File: config.mk
export PLATFORM = sky130hd
export DESIGN_NAME = uart_io
export DESIGN_NICKNAME = d
export VERILOG_FILES = /design/src/rtl/uart_io.sv
export SDC_FILE = /design/constraint.sdc
export NUM_CORES = 1
export LEC_CHECK = 0
export ABC_AREA = 0
export BUFFER_PORTS_ARGS = -buffer_cell sky130_fd_sc_hd__buf_2
export CORE_UTILIZATION = 50
export DETAILED_ROUTE_END_ITERATION = 8
export PLACE_DENSITY = 0.68
export RECOVER_POWER = 50
export SLEW_MARGIN = 25
export SYNTH_ARGS = -nofsm -noshare
export SYNTH_HDL_FRONTEND = slang
export SYNTH_SLANG_ARGS = --single-unit
File: constraint.sdc
create_clock -name clk -period 2.4 [get_ports clk]
set_input_delay 0.48 -clock clk [delete_from_list [all_inputs] [get_ports clk]]
set_output_delay 0.48 -clock clk [all_outputs]
set_load 0.05 [all_outputs]
File: src/rtl/uart_io.sv
// uart_io: 8N1 serial front end. Received bytes are strobed to the ID stage with an
// alternating operand flag; MEM-stage results are serialised with a one-deep pending buffer.
module uart_io #(
  parameter int CLK_FREQ = 50_000_000,
  parameter int BAUD     = 9600
) (
  input  logic       clk,
  input  logic       rst_n,
  input  logic       UART_RX,
  input  logic [7:0] result_data,
  input  logic       result_start,
  output logic [7:0] rx_data,
  output logic       flag,
  output logic       signal,
  output logic       UART_TX
);
  localparam int CLKS_PER_BIT = CLK_FREQ / BAUD;
  localparam int CW = $clog2(CLKS_PER_BIT);
  localparam logic [CW-1:0] BIT_LAST  = CW'(CLKS_PER_BIT - 1);
  localparam logic [CW-1:0] HALF_LAST = CW'(CLKS_PER_BIT / 2 - 1);

  typedef enum logic [2:0] {
    RX_IDLE = 3'd0, RX_START = 3'd1, RX_DATA = 3'd2, RX_STOP = 3'd3, RX_WAIT_HIGH = 3'd4
  } rx_state_t;

  typedef enum logic [1:0] {
    TX_IDLE = 2'd0, TX_START = 2'd1, TX_DATA = 2'd2, TX_STOP = 2'd3
  } tx_state_t;

  logic          r_rx_meta, r_rxs;
  rx_state_t     r_rx_state, w_rx_state_nxt;
  logic [CW-1:0] r_rx_cnt, w_rx_cnt_nxt;
  logic [2:0]    r_rx_bit, w_rx_bit_nxt;
  logic [7:0]    r_rx_shift, w_rx_shift_nxt;
  logic [7:0]    r_rx_data, w_rx_data_nxt;
  logic          r_flag, w_flag_nxt;
  logic          r_signal, w_signal_nxt;
  logic          r_op_idx, w_op_idx_nxt;

  tx_state_t     r_tx_state, w_tx_state_nxt;
  logic [CW-1:0] r_tx_cnt, w_tx_cnt_nxt;
  logic [2:0]    r_tx_bit, w_tx_bit_nxt;
  logic [7:0]    r_tx_shift, w_tx_shift_nxt;
  logic          r_pend_v, w_pend_v_nxt;
  logic [7:0]    r_pend_d, w_pend_d_nxt;
  logic          r_tx, w_tx_line;
  logic          w_tx_done;

  assign rx_data = r_rx_data;
  assign flag    = r_flag;
  assign signal  = r_signal;
  assign UART_TX = r_tx;

  // Two-flop synchroniser for the asynchronous serial input (idles high).
  always_ff @(posedge clk or negedge rst_n) begin
    if (!rst_n) begin
      r_rx_meta <= 1'b1;
      r_rxs     <= 1'b1;
    end else begin
      r_rx_meta <= UART_RX;
      r_rxs     <= r_rx_meta;
    end
  end

  // RX state and datapath registers.
  always_ff @(posedge clk or negedge rst_n) begin
    if (!rst_n) begin
      r_rx_state <= RX_IDLE;
      r_rx_cnt   <= '0;
      r_rx_bit   <= 3'd0;
      r_rx_shift <= 8'h00;
      r_rx_data  <= 8'h00;
      r_flag     <= 1'b0;
      r_signal   <= 1'b0;
      r_op_idx   <= 1'b0;
    end else begin
      r_rx_state <= w_rx_state_nxt;
      r_rx_cnt   <= w_rx_cnt_nxt;
      r_rx_bit   <= w_rx_bit_nxt;
      r_rx_shift <= w_rx_shift_nxt;
      r_rx_data  <= w_rx_data_nxt;
      r_flag     <= w_flag_nxt;
      r_signal   <= w_signal_nxt;
      r_op_idx   <= w_op_idx_nxt;
    end
  end

  // RX next-state: start bit checked at half-bit, then data and stop sampled at bit centres.
  always_comb begin
    w_rx_state_nxt = r_rx_state;
    w_rx_cnt_nxt   = r_rx_cnt;
    w_rx_bit_nxt   = r_rx_bit;
    w_rx_shift_nxt = r_rx_shift;
    w_rx_data_nxt  = r_rx_data;
    w_flag_nxt     = r_flag;
    w_signal_nxt   = 1'b0;
    w_op_idx_nxt   = r_op_idx;
    case (r_rx_state)
      RX_IDLE: begin
        if (!r_rxs) begin
          w_rx_cnt_nxt   = '0;
          w_rx_state_nxt = RX_START;
        end else begin
          w_rx_state_nxt = RX_IDLE;
        end
      end
      RX_START: begin
        if (r_rx_cnt == HALF_LAST) begin
          w_rx_cnt_nxt = '0;
          w_rx_bit_nxt = 3'd0;
          if (!r_rxs) begin
            w_rx_state_nxt = RX_DATA;
          end else begin
            w_rx_state_nxt = RX_IDLE;
          end
        end else begin
          w_rx_cnt_nxt = r_rx_cnt + CW'(1);
        end
      end
      RX_DATA: begin
        if (r_rx_cnt == BIT_LAST) begin
          w_rx_cnt_nxt   = '0;
          w_rx_shift_nxt = {r_rxs, r_rx_shift[7:1]};
          if (r_rx_bit == 3'd7) begin
            w_rx_state_nxt = RX_STOP;
          end else begin
            w_rx_bit_nxt = r_rx_bit + 3'd1;
          end
        end else begin
          w_rx_cnt_nxt = r_rx_cnt + CW'(1);
        end
      end
      RX_STOP: begin
        if (r_rx_cnt == BIT_LAST) begin
          w_rx_cnt_nxt = '0;
          if (r_rxs) begin
            w_rx_data_nxt  = r_rx_shift;
            w_flag_nxt     = r_op_idx;
            w_signal_nxt   = 1'b1;
            w_op_idx_nxt   = ~r_op_idx;
            w_rx_state_nxt = RX_IDLE;
          end else begin
            // Framing error: drop the byte and wait for the line to recover.
            w_rx_state_nxt = RX_WAIT_HIGH;
          end
        end else begin
          w_rx_cnt_nxt = r_rx_cnt + CW'(1);
        end
      end
      RX_WAIT_HIGH: begin
        if (r_rxs) begin
          w_rx_state_nxt = RX_IDLE;
        end else begin
          w_rx_state_nxt = RX_WAIT_HIGH;
        end
      end
      default: begin
        w_rx_state_nxt = RX_IDLE;
      end
    endcase
  end

  // TX state, datapath and registered line output.
  always_ff @(posedge clk or negedge rst_n) begin
    if (!rst_n) begin
      r_tx_state <= TX_IDLE;
      r_tx_cnt   <= '0;
      r_tx_bit   <= 3'd0;
      r_tx_shift <= 8'h00;
      r_pend_v   <= 1'b0;
      r_pend_d   <= 8'h00;
      r_tx       <= 1'b1;
    end else begin
      r_tx_state <= w_tx_state_nxt;
      r_tx_cnt   <= w_tx_cnt_nxt;
      r_tx_bit   <= w_tx_bit_nxt;
      r_tx_shift <= w_tx_shift_nxt;
      r_pend_v   <= w_pend_v_nxt;
      r_pend_d   <= w_pend_d_nxt;
      r_tx       <= w_tx_line;
    end
  end

  assign w_tx_done = (r_tx_cnt == BIT_LAST);

  // TX next-state; the line level is registered, so UART_TX lags the state by one clock.
  always_comb begin
    w_tx_state_nxt = r_tx_state;
    w_tx_cnt_nxt   = r_tx_cnt;
    w_tx_bit_nxt   = r_tx_bit;
    w_tx_shift_nxt = r_tx_shift;
    w_pend_v_nxt   = r_pend_v;
    w_pend_d_nxt   = r_pend_d;
    w_tx_line      = 1'b1;
    case (r_tx_state)
      TX_IDLE: begin
        w_tx_line = 1'b1;
        if (result_start) begin
          w_tx_shift_nxt = result_data;
          w_tx_cnt_nxt   = '0;
          w_tx_state_nxt = TX_START;
        end else begin
          w_tx_state_nxt = TX_IDLE;
        end
      end
      TX_START: begin
        w_tx_line = 1'b0;
        if (w_tx_done) begin
          w_tx_cnt_nxt   = '0;
          w_tx_bit_nxt   = 3'd0;
          w_tx_state_nxt = TX_DATA;
        end else begin
          w_tx_cnt_nxt = r_tx_cnt + CW'(1);
        end
      end
      TX_DATA: begin
        w_tx_line = r_tx_shift[0];
        if (w_tx_done) begin
          w_tx_cnt_nxt   = '0;
          w_tx_shift_nxt = {1'b0, r_tx_shift[7:1]};
          if (r_tx_bit == 3'd7) begin
            w_tx_state_nxt = TX_STOP;
          end else begin
            w_tx_bit_nxt = r_tx_bit + 3'd1;
          end
        end else begin
          w_tx_cnt_nxt = r_tx_cnt + CW'(1);
        end
      end
      TX_STOP: begin
        w_tx_line = 1'b1;
        if (w_tx_done) begin
          w_tx_cnt_nxt = '0;
          // A request landing on the final stop clock is newer than any pending byte.
          if (result_start) begin
            w_tx_shift_nxt = result_data;
            w_pend_v_nxt   = 1'b0;
            w_tx_state_nxt = TX_START;
          end else if (r_pend_v) begin
            w_tx_shift_nxt = r_pend_d;
            w_pend_v_nxt   = 1'b0;
            w_tx_state_nxt = TX_START;
          end else begin
            w_tx_state_nxt = TX_IDLE;
          end
        end else begin
          w_tx_cnt_nxt = r_tx_cnt + CW'(1);
        end
      end
      default: begin
        w_tx_state_nxt = TX_IDLE;
      end
    endcase
    if (result_start && (r_tx_state != TX_IDLE) && !((r_tx_state == TX_STOP) && w_tx_done)) begin
      w_pend_v_nxt = 1'b1;
      w_pend_d_nxt = result_data;
    end else begin
      w_pend_d_nxt = w_pend_d_nxt;
    end
  end

endmodule

==> results of run 1 <==
-- cell usage after synthesis, types with 2 or more instances --
cell / number / share of area
ha_1: 10 / 0.033
dfstp_2: 3 / 0.021
and2_1: 2 / 0.0033
a22o_1: 12 / 0.028
nor2b_1: 5 / 0.0083
nand3_1: 13 / 0.017
nand4_1: 8 / 0.013
inv_1: 12 / 0.012
nor4bb_1: 4 / 0.011
nand2_1: 34 / 0.034
nand2b_1: 4 / 0.0066
nor3_4: 2 / 0.0086
a22oi_1: 8 / 0.016
a31oi_1: 13 / 0.021
mux2_2: 43 / 0.13
nor3_1: 3 / 0.0040
and3_1: 6 / 0.0099
a21oi_1: 16 / 0.021
clkbuf_1: 10 / 0.0099
xnor2_1: 4 / 0.0093
dfrtp_1: 73 / 0.48
nor2_1: 22 / 0.022
a41oi_1: 2 / 0.0046
o21ai_0: 23 / 0.030
o31ai_1: 5 / 0.0099
-- logic make-up after synthesis --
logic type      synth area share
compound gates             0.142
simple gates               0.157
xor+xnor                 0.00926
mux                        0.131
buf+inv                   0.0241
fa+ha+maj                 0.0331
flops                      0.504
-- registers in the layout, summed over array words and instances (netlist names), 3 cells and up --
name	cells
rx_data	8
r_pend_d	8
r_rx_state	3
r_rx_shift	8
r_tx_bit	3
r_tx_cnt	13
r_rx_cnt	13
r_rx_bit	3
r_tx_shift	8
-- report_power, final --
group,switching [mW],internal [mW]
registers,0.00759,1.30
logic,0.0478,0.0375
clock network,0.531,0.506
total,0.587,1.84
-- per-layer routing --
metal	global-route usage	vias up	wire, um
met5	0	-	0
met1	0.299	1328	3560
met2	0.318	47	3360
met3	0.0406	11	219
met4	0.0794	0	102
li1	-	1374	-
-- worst paths after layout --
kind	from	to	depth (start not counted)
max	r_tx_cnt[7]$_DFFE_PN0N_	r_tx_shift[6]$_DFFE_PN0P_	5
min	UART_RX	r_rx_meta$_DFF_PN1_	1
max reg2reg	r_tx_cnt[7]$_DFFE_PN0N_	r_tx_shift[6]$_DFFE_PN0P_	5
min reg2reg	r_rx_meta$_DFF_PN1_	r_rxs$_DFF_PN1_	0
max in group asynchronous	rst_n	r_tx_shift[3]$_DFFE_PN0P_	2
min in group asynchronous	rst_n	r_tx_cnt[3]$_DFFE_PN0N_	1
-- layout make-up --
type | instances | area, um^2 | area share
Sequential cell | 76 | 1910 | 0.448
Multi-Input combinational cell | 254 | 1790 | 0.420
Timing Repair Buffer | 34 | 186 | 0.0438
Clock buffer | 9 | 124 | 0.0291
Tap cell | 99 | 124 | 0.0291
Clock inverter | 7 | 86.3 | 0.0203
Inverter | 12 | 45.0 | 0.0106
-- metrics by stage --
step / power, mW / area (um^2) / std cells / hold WS [ns] / setup slack, ns
floorplan: 1.37 / 3780 / 354 / 0.184 / 0.304
CTS: 2.46 / 4270 / 491 / 0.128 / 0.225
detailed placement: 1.42 / 4060 / 475 / 0.348 / 0.236
global placement: 1.42 / 4060 / 475 / 0.346 / 0.289
global route: 2.52 / 4260 / 491 / 0.198 / 0.0767
finish: 2.43 / 4260 / 491 / 0.214 / 0.231
-- worst max-delay path, delay by kind of cell (launching register included) --
kind          cells  cell delay (ns)
mux               1             0.38
flops             1             0.44
simple gates      4             1.23
==> out/metrics.yaml, run 1 <==
worst_setup_path:
  critical_path.cell_chain: "or4b_4 > nor3_4 > nor2_2 > nor3_4 > mux2_2"
  crit_top_cell: "nor3_4"
  critPathCaptureType: "flop"
  r2r_slack_ns: 0.23
  critical-path-max-stage-delay_ns: 0.59
  cp.required_ns: 2.63
  start_kind: "flop"
  critPathSlowestCell: "or4b_4"
  crit_arrival_ns: 2.40
  path_class: "flop to flop"
  path_max_fanout: 8
die:
  die_h_um: 89.0
  die_area_um2: 7920
  die_x_um: 89.0
  coreArea_um2: 7290
  initial_core_util: 0.519
  rows: 31
  pin_count: 23
grt:
  antenna_found_initial: 0
  grt_pass1_wl_mm: 12.5
  grt_max_degree: 46
  grt_usage: 0.209
  grt_pass1_vias: 2608
  gr-total-overflow: 0
clocking:
  cts-resized-gates: 0
  clkTransAtPathRegs_ns: 0.09
  clock_latency_ns: 0.35
  h-tree-depth: 3
  cts_buffer_depth: 2
  cts_root_buf: "clkbuf_8"
  cts_tree: "yes"
  cts_made_buffers: 9
  cts_setup_buffers: 0
  cts.sinks: 76
  postCtsHoldBufs: 0
synth:
  synthFlopType: "dfrtp_1"
  syn-cell-area_um2: 3780
  ys_async_sr_fraction: 1.00
  avgSynthCellArea_um2: 10.7
  yosysSeqAreaShare: 0.504
  synth-seq-cells: 76
  synth_edf_count: 0
  synth_nets: 376
  yosys_warnings: 0
  yosysUniqueCellTypes: 42
  syn_inst: 354
layout:
  antenna_cells: 0
  area_growth_pct: 12.5
  drive_gt1_frac: 0.245
  final_common_cell: "dfrtp_1"
  final_core_util: 0.584
  final_cell_mix: "73 x dfrtp_1, 43 x mux2_2, 34 x nand2_1, 23 x o21ai_0, 22 x nor2_1"
  filler_cell_count: 661
  finish.net_count: 409
routing:
  via_count: 2760
  drt.antenna.violating_nets: 0
  drt_iter0_drc: 98
  via_per_inst: 5.62
  drc: 0
  wl_per_cell_um: 14.7
  wl_mm: 7.24
  firstDrtPassIters: 4
power:
  p_leak_nw: 2.02
  p_per_area_nw_per_um2: 570
  ir_worst_vdd_mv: 0.350
timing:
  hold_viol: 0
  slew_headroom: 0.288
  fin_skew_ns: 0.0143
  fin_tns_setup_ns: 0
  finalCritPeriodShare: 0.904
  period_needed_ns: 2.17
  tightest_slew_ns: 1.07
  setup-violations-final: 0
  slew_violations: 0
  fmax_mhz: 461
  rsz0062_at_grt: "no"
placed_design:
  place_hpwl_mm: 4.98
  io_buffer_count: 22
  gp_congestion: 0.819
run:
  maxCapViolations: 0
min_path:
  hold_class: "input pin to flop"
status:
  status: "finished, final reports clean"
No activity file was read; power rests on OpenSTA's default activity.
==> inputs of run 2 (changes only) <==
Settings changed: PLACE_DENSITY 0.68 to default, PLACE_DENSITY_LB_ADDON from default to 0.2.
==> run 2 against run 1 <==
The run now ends with max-capacitance violations, max-slew violations left; cell count shrank 0.81%; first-iteration DRC count shrank 12%; cell area shrank 0.24%; hold slack gained 0.011 ns; non-clock buffer count shrank 4; largest cell class unchanged; largest power group unchanged.
==> out/metrics.yaml, run 2 (synthesis gave the netlist of run 1 again) <==
worst_setup_path:
  cp.required_ns: 2.63
  r2r-end: "r_tx_shift[0]$_DFFE_PN0P_"
  start_kind: "flop"
  crit_arrival_ns: 2.44
  r2r_cells: 5
  path_class: "flop to flop"
  critPathCaptureType: "flop"
  r2r_slack_ns: 0.19
  r2r-start: "r_tx_cnt[7]$_DFFE_PN0N_"
  path_max_fanout: 8
status:
  violations: "max-capacitance violations, max-slew violations"
  status: "complete, but fails checks"
timing:
  slew_violations: 30
  setup-violations-final: 0
  holdWs_ns: 0.225
  rsz0062_at_grt: "no"
  fin_tns_setup_ns: 0
  slew_headroom: -0.149
  finalCritPeriodShare: 0.919
  fin_skew_ns: 0.0102
  fmax_mhz: 453
  period_needed_ns: 2.21
  finalWorstSetupSlack_ns: 0.194
  tightest_slew_ns: 1.72
  hold_viol: 0
min_path:
  hold_start: "UART_RX"
  hold_class: "input pin to flop"
  whs_endpoint: "r_rx_meta$_DFF_PN1_"
  hold-path-cell-count: 1
run:
  maxCapViolations: 1
routing:
  drt.antenna.violating_nets: 0
  firstDrtPassIters: 4
  drt_iter0_drc: 86
  top_layer: "met4"
  via_count: 2767
  via_per_inst: 5.68
  wl_met3_um: 315
  met2_length_mm: 3.47
  wl_met1_mm: 3.53
  wl_per_cell_um: 15.2
  wl_mm: 7.39
  drc: 0
clocking:
  cts_buffer_depth: 2
  cts_tree: "yes"
  clock_latency_ns: 0.34
  cts_root_buf: "clkbuf_8"
  cts_setup_buffers: 0
  cts.sinks: 76
  clkTransAtPathRegs_ns: 0.09
  h-tree-depth: 3
  cts_made_buffers: 9
layout:
  final_common_cell: "dfrtp_1"
  reg.largest.list: "r_rx_cnt (13), r_tx_cnt (13)"
  final_cell_mix: "73 x dfrtp_1, 43 x mux2_2, 34 x nand2_1, 23 x o21ai_0, 22 x nor2_1"
  final_core_util: 0.583
  drive_gt1_frac: 0.245
  antenna_cells: 0
  finish.net_count: 405
  filler_cell_count: 666
  final_area_um2: 4250
  area_growth_pct: 12.3
placed_design:
  place_hpwl_mm: 4.92
  placed_area_um2: 4050
  pre_cts_ws_ns: 0.150
  gp_congestion: 0.800
  io_buffer_count: 22
power:
  p_leak_nw: 2.00
  p_per_area_nw_per_um2: 564
  ir_worst_vdd_mv: 0.390
die:
  rows: 31
  die_x_um: 89.0
  die_area_um2: 7920
  initial_core_util: 0.519
  die_h_um: 89.0
  coreArea_um2: 7290
  pin_count: 23
grt:
  grt_pass1_wl_mm: 12.3
  gr-total-overflow: 0
  grt_pass1_vias: 2629
  grt_max_degree: 48
  grt_usage: 0.203
  antenna_found_initial: 0
## run 2: cell count changes in the layout (fill, tap and decap cells not counted)
cell	delta
buf_12	+1
a22o_1	-1
buf_4	-2
a22o_2	+1
clkbuf_1	-2
clkinvlp_4	+1
clkbuf_2	-1
inv_6	-1
inv_8	-1
clkinv_4	+1
## run 2: area by class of cell
| class | instances | area, um^2 | share of cell area |
|---|---|---|---|
| Sequential cell | 76 | 1910 | 0.449 |
| Multi-Input combinational cell | 254 | 1790 | 0.421 |
| Timing Repair Buffer | 30 | 179 | 0.0421 |
| Clock buffer | 9 | 124 | 0.0292 |
| Tap cell | 99 | 124 | 0.0292 |
| Clock inverter | 7 | 82.6 | 0.0194 |
| Inverter | 12 | 45.0 | 0.0106 |
## run 2: stage by stage
stage                     power (mW)  std cells
after detailed placement        1.42        471
after global routing            2.50        487
after global placement          1.42        471
after floorplan                 1.37        354
after CTS                       2.43        487
final                           2.40        487
## run 2: how the worst max path moves through the flow
| stage | start | cells after the start | slack [ns] | to |
|---|---|---|---|---|
| global route | r_tx_cnt[7]$_DFFE_PN0N_ | 5 | 0.1 | r_tx_shift[2]$_DFFE_PN0P_ |
| floorplan | r_tx_cnt[7]$_DFFE_PN0N_ | 5 | 0.30 | r_tx_shift[0]$_DFFE_PN0P_ |
| detailed placement | r_rx_cnt[0]$_DFFE_PN0P_ | 6 | 0.15 | r_rx_cnt[3]$_DFFE_PN0P_ |
| finish | r_tx_cnt[7]$_DFFE_PN0N_ | 5 | 0.19 | r_tx_shift[0]$_DFFE_PN0P_ |
| global placement | r_tx_cnt[7]$_DFFE_PN0N_ | 5 | 0.25 | r_tx_shift[6]$_DFFE_PN0P_ |
| CTS | r_rx_cnt[0]$_DFFE_PN0P_ | 6 | 0.15 | r_rx_cnt[3]$_DFFE_PN0P_ |
## run 2: critical path, cell delays in order, from the launching register on
cell and delay (ns):
dfrtp_1 0.45, or4b_4 0.59, nor3_4 0.27, nor2_2 0.07
nor3_4 0.32, mux2_2 0.39
## run 2: power by group
part	internal (mW)	switching, mW	leakage (nW)
sequential	1.30	0.00759	0.988
clock	0.496	0.508	0.0984
combinational	0.0397	0.0481	0.919
total	1.83	0.564	2.00
## run 2: per-layer routing
metal  vias up  track usage
met5         -            0
met4         0       0.0664
met3         6       0.0545
met2        60        0.322
met1      1345        0.273
li1       1356            -
## run 2: what timing repair did
action | CTS | global route
endpoints found under the setup margin | 0 | 2
resized for setup | 0 | 1
hold buffers | 0 | 0
